**src/rtl/sdram_pkg.sv**
```systemverilog
// rtl/sdram_pkg.sv - shared SDRAM command encodings, timing defaults and field widths
//
// Used by the init sequencer and the runtime access engine.
//   CMD_*      : {ras_n, cas_n, we_n} command encodings
//   *_DEF      : default timing parameters in dram_clk cycles
//   *_W        : address, data and counter field widths
//   eng_state_t: access engine state encoding
//   eng_req_t  : request fields held for the duration of one access
package sdram_pkg;

    localparam logic [2:0] CMD_LOAD_MODE       = 3'b000;
    localparam logic [2:0] CMD_AUTO_REFRESH    = 3'b001;
    localparam logic [2:0] CMD_PRECHARGE       = 3'b010;
    localparam logic [2:0] CMD_ACTIVE          = 3'b011;
    localparam logic [2:0] CMD_WRITE           = 3'b100;
    localparam logic [2:0] CMD_READ            = 3'b101;
    localparam logic [2:0] CMD_BURST_TERMINATE = 3'b110;
    localparam logic [2:0] CMD_NOP             = 3'b111;

    localparam int T_RCD_DEF            = 3;
    localparam int CAS_LATENCY_DEF      = 3;
    localparam int T_RP_DEF             = 3;
    localparam int T_WR_DEF             = 2;
    localparam int T_RFC_DEF            = 10;
    localparam int REFRESH_INTERVAL_DEF = 1200;

    localparam int BANK_W = 2;
    localparam int ROW_W  = 12;
    localparam int COL_W  = 8;
    localparam int ADDR_W = BANK_W + ROW_W + COL_W;
    localparam int DQ_W   = 16;
    localparam int DQM_W  = 2;
    localparam int WAIT_W = 5;

    typedef enum logic [2:0] {
        ST_IDLE,
        ST_WAIT_RCD,
        ST_WRITE,
        ST_WRITE_REC,
        ST_READ,
        ST_READ_WAIT,
        ST_REFRESH
    } eng_state_t;

    // Bank and row go straight to the pins at ACTIVE; only these are needed later.
    typedef struct packed {
        logic             write;
        logic [COL_W-1:0] col;
        logic [DQ_W-1:0]  wdata;
        logic [DQM_W-1:0] be;
    } eng_req_t;

    function automatic int imax(input int a, input int b);
        return (a > b) ? a : b;
    endfunction

    // Column address for READ/WRITE: A10 set selects auto-precharge.
    function automatic logic [ROW_W-1:0] col_ap_addr(input logic [COL_W-1:0] col);
        return {1'b0, 1'b1, 2'b00, col};
    endfunction

endpackage

```
**src/rtl/sdram_refresh_timer.sv**
```systemverilog
// rtl/sdram_refresh_timer.sv - free-running refresh interval counter with pending flag
//
// Ports:
//   dram_clk        : clock, rising edge
//   reset           : synchronous, active-high
//   enable          : counter runs only while high (init_done); held cleared otherwise
//   refresh_clear   : pulse when AUTO REFRESH is issued
//   refresh_due     : counter is at its last value; pending sets on this edge
//   refresh_pending : a refresh is owed
module sdram_refresh_timer
    import sdram_pkg::*;
#(
    parameter int REFRESH_INTERVAL = REFRESH_INTERVAL_DEF
) (
    input  logic dram_clk,
    input  logic reset,
    input  logic enable,
    input  logic refresh_clear,
    output logic refresh_due,
    output logic refresh_pending
);

    localparam int CNT_W = $clog2(REFRESH_INTERVAL);

    logic [CNT_W-1:0] count;

    assign refresh_due = enable && (count == CNT_W'(REFRESH_INTERVAL - 1));

    always_ff @(posedge dram_clk) begin
        if (reset || !enable) begin
            count           <= '0;
            refresh_pending <= 1'b0;
        end else begin
            count           <= refresh_due ? '0 : count + CNT_W'(1);
            // A new interval expiring outranks a clear on the same edge.
            refresh_pending <= refresh_due || (refresh_pending && !refresh_clear);
        end
    end

endmodule

```
**src/rtl/sdram_access_engine.sv**
```systemverilog
// rtl/sdram_access_engine.sv - runtime single-word SDRAM read/write and auto-refresh engine
//
// Ports:
//   dram_clk, reset       : clock and synchronous active-high reset
//   init_done             : engine runs only while the init sequencer reports ready
//   req_valid/req_ready   : client handshake; req_write, req_addr {bank,row,col},
//                           req_wdata, req_be {upper,lower} qualify the request
//   rd_valid, rd_data     : one-cycle read response
//   dram_cmd {ras_n,cas_n,we_n}, dram_addr, dram_ba, dram_dqm {udqm,ldqm},
//   dram_dq_out, dram_dq_oe : registered pad outputs
//   dram_dq_in            : pad input data
module sdram_access_engine
    import sdram_pkg::*;
#(
    parameter int T_RCD            = T_RCD_DEF,
    parameter int CAS_LATENCY      = CAS_LATENCY_DEF,
    parameter int T_RP             = T_RP_DEF,
    parameter int T_WR             = T_WR_DEF,
    parameter int T_RFC            = T_RFC_DEF,
    parameter int REFRESH_INTERVAL = REFRESH_INTERVAL_DEF
) (
    input  logic              dram_clk,
    input  logic              reset,
    input  logic              init_done,
    input  logic              req_valid,
    output logic              req_ready,
    input  logic              req_write,
    input  logic [ADDR_W-1:0] req_addr,
    input  logic [DQ_W-1:0]   req_wdata,
    input  logic [DQM_W-1:0]  req_be,
    output logic              rd_valid,
    output logic [DQ_W-1:0]   rd_data,
    output logic [2:0]        dram_cmd,
    output logic [ROW_W-1:0]  dram_addr,
    output logic [BANK_W-1:0] dram_ba,
    output logic [DQM_W-1:0]  dram_dqm,
    output logic [DQ_W-1:0]   dram_dq_out,
    output logic              dram_dq_oe,
    input  logic [DQ_W-1:0]   dram_dq_in
);

    // Counter reload values. The state that loads a count also issues the
    // command, and the wait state leaves on the edge where the count is zero,
    // so a load of N gives N+1 NOP cycles. T_RCD and T_RFC loads are reduced
    // by one more because ACTIVE/AUTO REFRESH are issued from IDLE.
    localparam logic [WAIT_W-1:0] RCD_LOAD = WAIT_W'(T_RCD - 2);
    localparam logic [WAIT_W-1:0] WR_LOAD  = WAIT_W'(T_WR + T_RP - 1);
    localparam logic [WAIT_W-1:0] RD_LOAD  = WAIT_W'(imax(CAS_LATENCY + 1, T_RP) - 1);
    localparam logic [WAIT_W-1:0] RFC_LOAD = WAIT_W'(T_RFC - 2);

    eng_state_t             state;
    logic [WAIT_W-1:0]      wait_cnt;
    eng_req_t               req_q;
    logic [CAS_LATENCY:0]   rd_pipe;
    logic                   refresh_due;
    logic                   refresh_pending;
    logic                   refresh_clear;

    assign refresh_clear = (state == ST_IDLE) && refresh_pending;

    sdram_refresh_timer #(
        .REFRESH_INTERVAL(REFRESH_INTERVAL)
    ) u_refresh_timer (
        .dram_clk       (dram_clk),
        .reset          (reset),
        .enable         (init_done),
        .refresh_clear  (refresh_clear),
        .refresh_due    (refresh_due),
        .refresh_pending(refresh_pending)
    );

    always_ff @(posedge dram_clk) begin
        if (reset || !init_done) begin
            state       <= ST_IDLE;
            wait_cnt    <= '0;
            req_q       <= '0;
            req_ready   <= 1'b0;
            dram_cmd    <= CMD_NOP;
            dram_addr   <= '0;
            dram_ba     <= '0;
            dram_dqm    <= 2'b11;
            dram_dq_out <= '0;
            dram_dq_oe  <= 1'b0;
            rd_pipe     <= '0;
            rd_valid    <= 1'b0;
            rd_data     <= '0;
        end else begin
            dram_cmd  <= CMD_NOP;
            req_ready <= 1'b0;

            // Token enters with the READ command; at tap CAS_LATENCY the data
            // is on dram_dq_in, and rd_data doubles as the input register.
            rd_pipe  <= {rd_pipe[CAS_LATENCY-1:0], state == ST_READ};
            rd_valid <= rd_pipe[CAS_LATENCY];
            if (rd_pipe[CAS_LATENCY]) begin
                rd_data <= dram_dq_in;
            end

            case (state)
                ST_IDLE: begin
                    if (refresh_pending) begin
                        dram_cmd <= CMD_AUTO_REFRESH;
                        wait_cnt <= RFC_LOAD;
                        state    <= ST_REFRESH;
                    end else if (req_valid && req_ready) begin
                        req_q.write <= req_write;
                        req_q.col   <= req_addr[COL_W-1:0];
                        req_q.wdata <= req_wdata;
                        req_q.be    <= req_be;
                        dram_cmd    <= CMD_ACTIVE;
                        dram_ba     <= req_addr[ADDR_W-1 -: BANK_W];
                        dram_addr   <= req_addr[COL_W +: ROW_W];
                        wait_cnt    <= RCD_LOAD;
                        state       <= ST_WAIT_RCD;
                    end else begin
                        // Drop ready ahead of the pending flag so a visible
                        // handshake is never overridden by a refresh.
                        req_ready <= !refresh_due;
                    end
                end

                ST_WAIT_RCD: begin
                    if (wait_cnt == '0) begin
                        state <= req_q.write ? ST_WRITE : ST_READ;
                    end else begin
                        wait_cnt <= wait_cnt - WAIT_W'(1);
                    end
                end

                ST_WRITE: begin
                    dram_cmd    <= CMD_WRITE;
                    dram_addr   <= col_ap_addr(req_q.col);
                    dram_dq_oe  <= 1'b1;
                    dram_dq_out <= req_q.wdata;
                    dram_dqm    <= ~req_q.be;
                    wait_cnt    <= WR_LOAD;
                    state       <= ST_WRITE_REC;
                end

                ST_WRITE_REC: begin
                    dram_dq_oe <= 1'b0;
                    dram_dqm   <= 2'b11;
                    if (wait_cnt == '0) begin
                        state <= ST_IDLE;
                    end else begin
                        wait_cnt <= wait_cnt - WAIT_W'(1);
                    end
                end

                ST_READ: begin
                    dram_cmd  <= CMD_READ;
                    dram_addr <= col_ap_addr(req_q.col);
                    dram_dqm  <= 2'b00;
                    wait_cnt  <= RD_LOAD;
                    state     <= ST_READ_WAIT;
                end

                ST_READ_WAIT: begin
                    // DQM stays low until the read data has passed the pins.
                    if (wait_cnt == '0) begin
                        dram_dqm <= 2'b11;
                        state    <= ST_IDLE;
                    end else begin
                        wait_cnt <= wait_cnt - WAIT_W'(1);
                    end
                end

                ST_REFRESH: begin
                    if (wait_cnt == '0) begin
                        state <= ST_IDLE;
                    end else begin
                        wait_cnt <= wait_cnt - WAIT_W'(1);
                    end
                end

                default: begin
                    state <= ST_IDLE;
                end
            endcase
        end
    end

endmodule
```
**config.mk**
```make
export PLATFORM = sky130hd
export DESIGN_NAME = sdram_access_engine
export DESIGN_NICKNAME = d
export VERILOG_FILES = /design/src/rtl/sdram_pkg.sv /design/src/rtl/sdram_refresh_timer.sv /design/src/rtl/sdram_access_engine.sv
export SDC_FILE = /design/constraint.sdc
export NUM_CORES = 1
export LEC_CHECK = 0
export BUFFER_PORTS_ARGS = -buffer_cell sky130_fd_sc_hd__buf_2
export CORE_MARGIN = 4
export CORE_UTILIZATION = 50
export DETAILED_ROUTE_END_ITERATION = 10
export PLACE_DENSITY = 0.74
export REMOVE_ABC_BUFFERS = 1
export SETUP_SLACK_MARGIN = 0.05
export SLEW_MARGIN = 30
export SYNTH_ARGS = -nofsm -noshare
export SYNTH_HDL_FRONTEND = slang
export SYNTH_SLANG_ARGS = --single-unit
export TNS_END_PERCENT = 30
```
**constraint.sdc**
```tcl
create_clock -name dram_clk -period 2.8 [get_ports dram_clk]
set_input_delay 0.56 -clock dram_clk [delete_from_list [all_inputs] [get_ports dram_clk]]
set_output_delay 0.56 -clock dram_clk [all_outputs]
set_load 0.05 [all_outputs]
```
# --- Word-level counts from Yosys, hierarchy flattened ---
# Cells that the tools add are included.
word_totals:
  ff_bits: 105
  output_inout_bits: 54
classes:
  n_eq_ne: 14
  muxes: 19
  n_reduce_logical: 25
  add_sub_neg: 2
  bitwise: 3
op_table:
  columns: ["operator", "n"]
  rows:
  - ["12-bit two-way mux", 2]
  - ["12-bit one-hot mux with 2 select lines", 1]
  - ["3-bit two-way mux", 7]
  - ["5-bit one-hot mux with 4 select lines", 1]
  - ["5-bit two-way mux", 3]
  - ["3-bit one-hot mux with 5 select lines", 1]
  - ["3-bit AND reduction", 4]
  - ["11-bit by 1-bit adder with 11-bit output (second input constant)", 1]
  - ["11-bit equality test (second input constant)", 1]
  - ["3-bit equality test (second input constant)", 3]
  - ["3-bit one-hot mux with 3 select lines", 1]
  - ["2-bit != test (second input constant)", 4]
  - ["2-bit one-hot mux with 4 select lines", 1]
  - ["4-bit nonzero test", 2]
  - ["4-bit OR reduction", 2]
  - ["3-bit by 2-bit equality test with 1-bit output (second input constant)", 2]
  - ["5-bit zero test", 1]
  - ["5-bit by 1-bit subtractor with 5-bit output (second input constant)", 1]
  - ["1-bit logical AND", 4]
  - ["2-bit by 1-bit != test with 1-bit output (second input constant)", 2]
  - ["2-bit nonzero test", 2]
  - ["2-bit OR reduction", 2]
  - ["3-bit by 1-bit equality test with 1-bit output (second input constant)", 1]
  - ["1-bit zero test", 3]
  - ["other kinds (9)", 11]

# --- Longest topological paths before layout ---
depth:
  ltp_word: 5
  mapped_depth: 8

# --- Hierarchy ---
# Synthesis repeated with hierarchy kept, for this count alone.
hier_totals:
  cells_unflattened: 495
  hier_area_um2: 4177.8
modules_own_cells:
  columns: ["module", "area_each_um2", "seq_area_each_um2", "cells_each", "instances"]
  rows:
  - ["sdram_access_engine", 3627.2, 1861.8, 435, 1]
  - ["sdram_refresh_timer", 550.5, 240.2, 60, 1]

# --- Least setup slack after synthesis ---
# Ideal clock, no wire load.
synth_timing:
  path_type: "reg2reg"
  from: "reg state[0]"
  to: "reg dram_addr[10]"
  synth_period_minus_slack_ns: 1.812
  setup_slack_ns: 0.988
  t_arrival_ns: 1.693
  required_time_ns: 2.681
  stages_incl_launch_ff: 8
  path_cell_list: "dfxtp_1 > buf_6 > or3_1 > buf_2 > or3_1 > buf_2 > buf_6 > o221a_1"
synth_via:
  elab_chain_cells: 4
  elab_cells_between_ends: 9
synth_lines:
  columns: ["item", "line_no", "text"]
  rows:
  - ["start, declared", "sdram_access_engine.sv:51", "eng_state_t state;"]
  - ["start signal, assigned", "sdram_access_engine.sv:124", "state <= req_q.write ? ST_WRITE : ST_READ;"]
  - ["3-bit equality test / 3-bit by 2-bit equality test with 1-bit output (equally long branches)", "sdram_access_engine.sv:99", "case (state)"]
  - ["2-bit OR reduction (no line)", null, null]
  - ["2-bit nonzero test (no line)", null, null]
  - ["3-bit AND reduction (no line)", null, null]
  - ["end signal, assigned", "sdram_access_engine.sv:112", "dram_addr <= req_addr[COL_W +: ROW_W];"]
  - ["end signal, assigned", "sdram_access_engine.sv:132", "dram_addr <= col_ap_addr(req_q.col);"]
  - ["end signal, assigned", "sdram_access_engine.sv:152", "dram_addr <= col_ap_addr(req_q.col);"]
  - ["end, declared", "sdram_access_engine.sv:34", "output logic [ROW_W-1:0] dram_addr,"]
# Parallel ways exist; a longest one is shown, timed or not.
# A chain may end at the register's enable or synchronous reset.

# --- Worst setup path after layout ---
layout_timing:
  from: "reg state[1]"
  to: "reg dram_ba[0]"
layout_via:
  elab_chain_cells: 2
layout_lines:
  columns: ["item", "line_no", "text"]
  rows:
  - ["3-bit zero test", "sdram_access_engine.sv:99", null]
  - ["3-bit AND reduction (no line)", null, null]
  - ["end signal, assigned", "sdram_access_engine.sv:111", "dram_ba <= req_addr[ADDR_W-1 -: BANK_W];"]
  - ["end, declared", "sdram_access_engine.sv:35", "output logic [BANK_W-1:0] dram_ba,"]
# No other way between the ends.

==> results.py <==
metrics = {
    "global_route": {
        "grt_start_max_net_pins": 45,
        "grt_pass1_vias": 3428,
        "overflow": 0,
        "grt_first_pass_wirelength_microns": 15290,
        "grt_usage_pct": 18.84,
        "antenna_found_initial": 0,
    },
    "die": {
        "die_width_microns": 98.35,
        "io_pins": 115,
        "std_cell_rows": 32,
        "die_h_microns": 98.35,
        "coreArea_sq_um": 7848,
        "initial_core_util_pct": 52.01,
        "die_area_sq_um": 9673,
    },
    "worst_hold_path": {
        "min_from": "req_wdata[7]",
        "whs_path_depth": 3,
        "hold_class": "input pin to flop",
        "whs_endpoint": "req_q[9]",
    },
    "job": {
        "cap_violations": 0,
    },
    "final_layout": {
        "instances_no_fill": 691,
        "areaGrowthSynthToFinish_pct": 20.60,
        "n_antenna_cell": 0,
        "seq_area_sq_um": 2102,
        "layout_common_cells": "nand2_1 (122), buf_2 (114), dfxtp_1 (105)",
        "fillers": 739,
        "layout-drive-gt1-share_pct": 24.62,
        "nNetsFinal": 648,
        "layout_commonest_cell": "nand2_1",
        "multiInputGateArea_sq_um": 1818,
    },
    "setup_path": {
        "worstPathRequired_ns": 3.04,
        "end_kind": "flop",
        "worst_setup_path_start_kind": "flop",
        "crit_top_cell": "or3_1",
        "arrival_ns": 2.53,
        "rr_startpoint": "state[1]",
        "slowest_stage": "or3_1",
        "reg2reg_to": "dram_ba[0]",
        "ff2ff_path_depth": 5,
        "worstPathMaxFanout": 25,
        "cp_cell_sequence": "or3_1 -> or3_1 -> buf_4 -> nand2_1 -> a21oi_1",
        "r2r_slack_ns": 0.51,
        "slowest_delay_ns": 0.70,
        "crit_type": "flop to flop",
    },
    "route": {
        "drt_iter0_markers": 145,
        "drt_wl_total_microns": 9077,
        "vias_per_cell": 5.188,
        "wl_per_cell_microns": 13.14,
        "first_pass_iters": 4,
        "num_vias": 3585,
        "drtAntennaViolNets": 0,
        "drc": 0,
    },
    "pwr": {
        "power_density_nw_per_um2": 540.8,
        "power_switching_uw": 638.3,
        "p_leak_nw": 1.974,
        "pwr-share-seq_pct": 56.9,
        "peakVddDrop_mv": 0.2354,
        "p_int_mw": 2.023,
        "swShare_pct": 23.98,
        "p_clk_share_pct": 36.4,
        "p_comb_share_pct": 6.6,
    },
    "place": {
        "gp_routability_congestion": 0.8092,
        "io_buffers": 114,
        "dpl.cell_count": 675,
        "place_hpwl_microns": 6407,
    },
    "synthesis": {
        "synth-edff-count": 0,
        "ys_ff_latch": 105,
        "synth_area_leaders": "dfxtp_1 (52%), nand2_1 (11%), a21oi_1 (8.0%)",
        "syn_area_sq_um": 4081,
        "synth_top_area_share_pct": 51.50,
        "synth_cell_types": 45,
        "yosysWarnings": 0,
        "postSynthAreaPerCell_sq_um": 8.450,
        "yosysSeqAreaShare_pct": 51.50,
        "async_reset_ff_share_pct": 0,
        "yosys_most_used_dff": "dfxtp_1",
        "syn_inst": 483,
        "synth_top_area_cell": "dfxtp_1",
    },
    "clock_tree": {
        "clock_path_buffers": 2,
        "cts_resized": 0,
        "cts_tree": "yes",
        "post_cts_buffers": 0,
        "clk_latency_ns": 0.36,
        "clockRootBuffer": "clkbuf_8",
        "hold_buffers": 0,
        "cts.sinks": 105,
        "htree_num_levels": 3,
        "cts_made_buffers": 9,
        "clk_pin_slew_ns": 0.10,
    },
    "timing": {
        "hold_viol": 0,
        "whs_ns": 0.4217,
        "skew_ns": 0.01541,
        "max_freq_mhz": 436.8,
        "final.period_utilization_pct": 81.76,
        "rsz0062_at_grt": "no",
        "slew-limit-headroom_pct": 40.42,
        "worstMarginPinSlew_ns": 0.8925,
        "tns_ns": 0,
        "period_minus_slack_ns": 2.289,
        "setup-violations-final": 0,
        "slew_viol_final": 0,
    },
    "outcome": {
        "status": "completed",
    },
}
==> cell usage after synthesis (2+ instances only) <==
cell	instances
a21o_1	3
a21oi_1	65
a311oi_1	8
and2_1	5
and3_1	3
and4_1	2
buf_2	7
buf_6	2
clkbuf_1	24
dfxtp_1	105
ha_1	3
inv_1	5
maj3_1	2
mux2i_1	16
nand2_1	122
nand2b_1	4
nand3_1	10
nand3b_1	2
nand4_1	4
nor2_1	38
nor2b_1	2
nor3_1	4
o211ai_1	3
o21ai_0	9
o31ai_1	3
or3_1	4
or4_1	3
xor2_1	8
==> power by group through the flow <==
stage                     logic (mW)  registers [mW]  clock network [mW]
final                          0.176            1.52               0.970
after global routing           0.196            1.52                1.06
after global placement         0.175            1.55                   0
after CTS                      0.178            1.52                1.00
after detailed placement       0.178            1.55                   0
after floorplan               0.0725            1.57                   0
==> flip-flops by register name (all words and copies together) (netlist names), 2 cells and up <==
register               cells
rd_data                   16
dram_ba                    2
dram_addr                 12
rd_pipe                    4
dram_dqm                   2
wait_cnt                   5
state                      3
dram_dq_out               16
req_q                     27
u_refresh_timer.count     11
dram_cmd                   3
==> area by class of cell <==
type / count / share of cell area (%)
flip-flops and latches: 105 / 42.70
well taps: 102 / 2.593
multi-input cells: 339 / 36.93
clock inverters: 6 / 1.474
inverters: 5 / 0.3813
clock buffers: 10 / 2.796
repair buffers: 124 / 13.12
==> logic make-up after synthesis <==
family / share of synthesized area [%]
xor gates and xnor gates: 1.931
DFF: 51.50
AOI/OAI and AO/OA: 14.65
muxes: 3.924
buffers and inverters: 4.169
adders and majority gates: 1.410
and+or+nand+nor: 22.41
==> routing by layer <==
| metal | track usage, % | part of all wire [%] |
|---|---|---|
| met1 | 24.00 | 46 |
| met2 | 31.62 | 46 |
| met3 | 5.857 | 6.6 |
| met4 | 3.782 | 0.56 |
| met5 | 0 | 0 |
==> stage by stage <==
stage,setup slack (ns),area [sq um],utilization (%),total power [mW]
4_1_cts,0.5085,4922,62.72,2.694
3_5_place_dp,0.5209,4712,60.04,1.727
5_1_grt,0.3121,4922,62.72,2.778
3_3_place_gp,0.5913,4712,60.04,1.725
2_1_floorplan,0.2253,3930,-,1.643
6_report,0.5106,4922,62.72,2.662
==> critical path, delay by kind of cell (launching register included) <==
kind / cells / cell delay, ns
buffers and inverters: 1 / 0.33
AND/OR/NAND/NOR: 3 / 1.30
flip-flops: 1 / 0.47
AO/OA/AOI/OAI: 1 / 0.06
==> worst max path at each step <==
stage | startpoint | endpoint | slack [ns] | depth (start not counted)
5_1_grt | state[2] | req_q[7] | 0.31 | 5
2_1_floorplan | reset | dram_cmd[1] | 0.23 | 2
3_3_place_gp | state[1] | req_q[13] | 0.59 | 5
4_1_cts | state[1] | req_q[17] | 0.51 | 5
6_report | state[1] | dram_ba[0] | 0.51 | 5
3_5_place_dp | state[1] | dram_ba[0] | 0.52 | 5
Note: power is estimated with default switching activity, not from simulation.
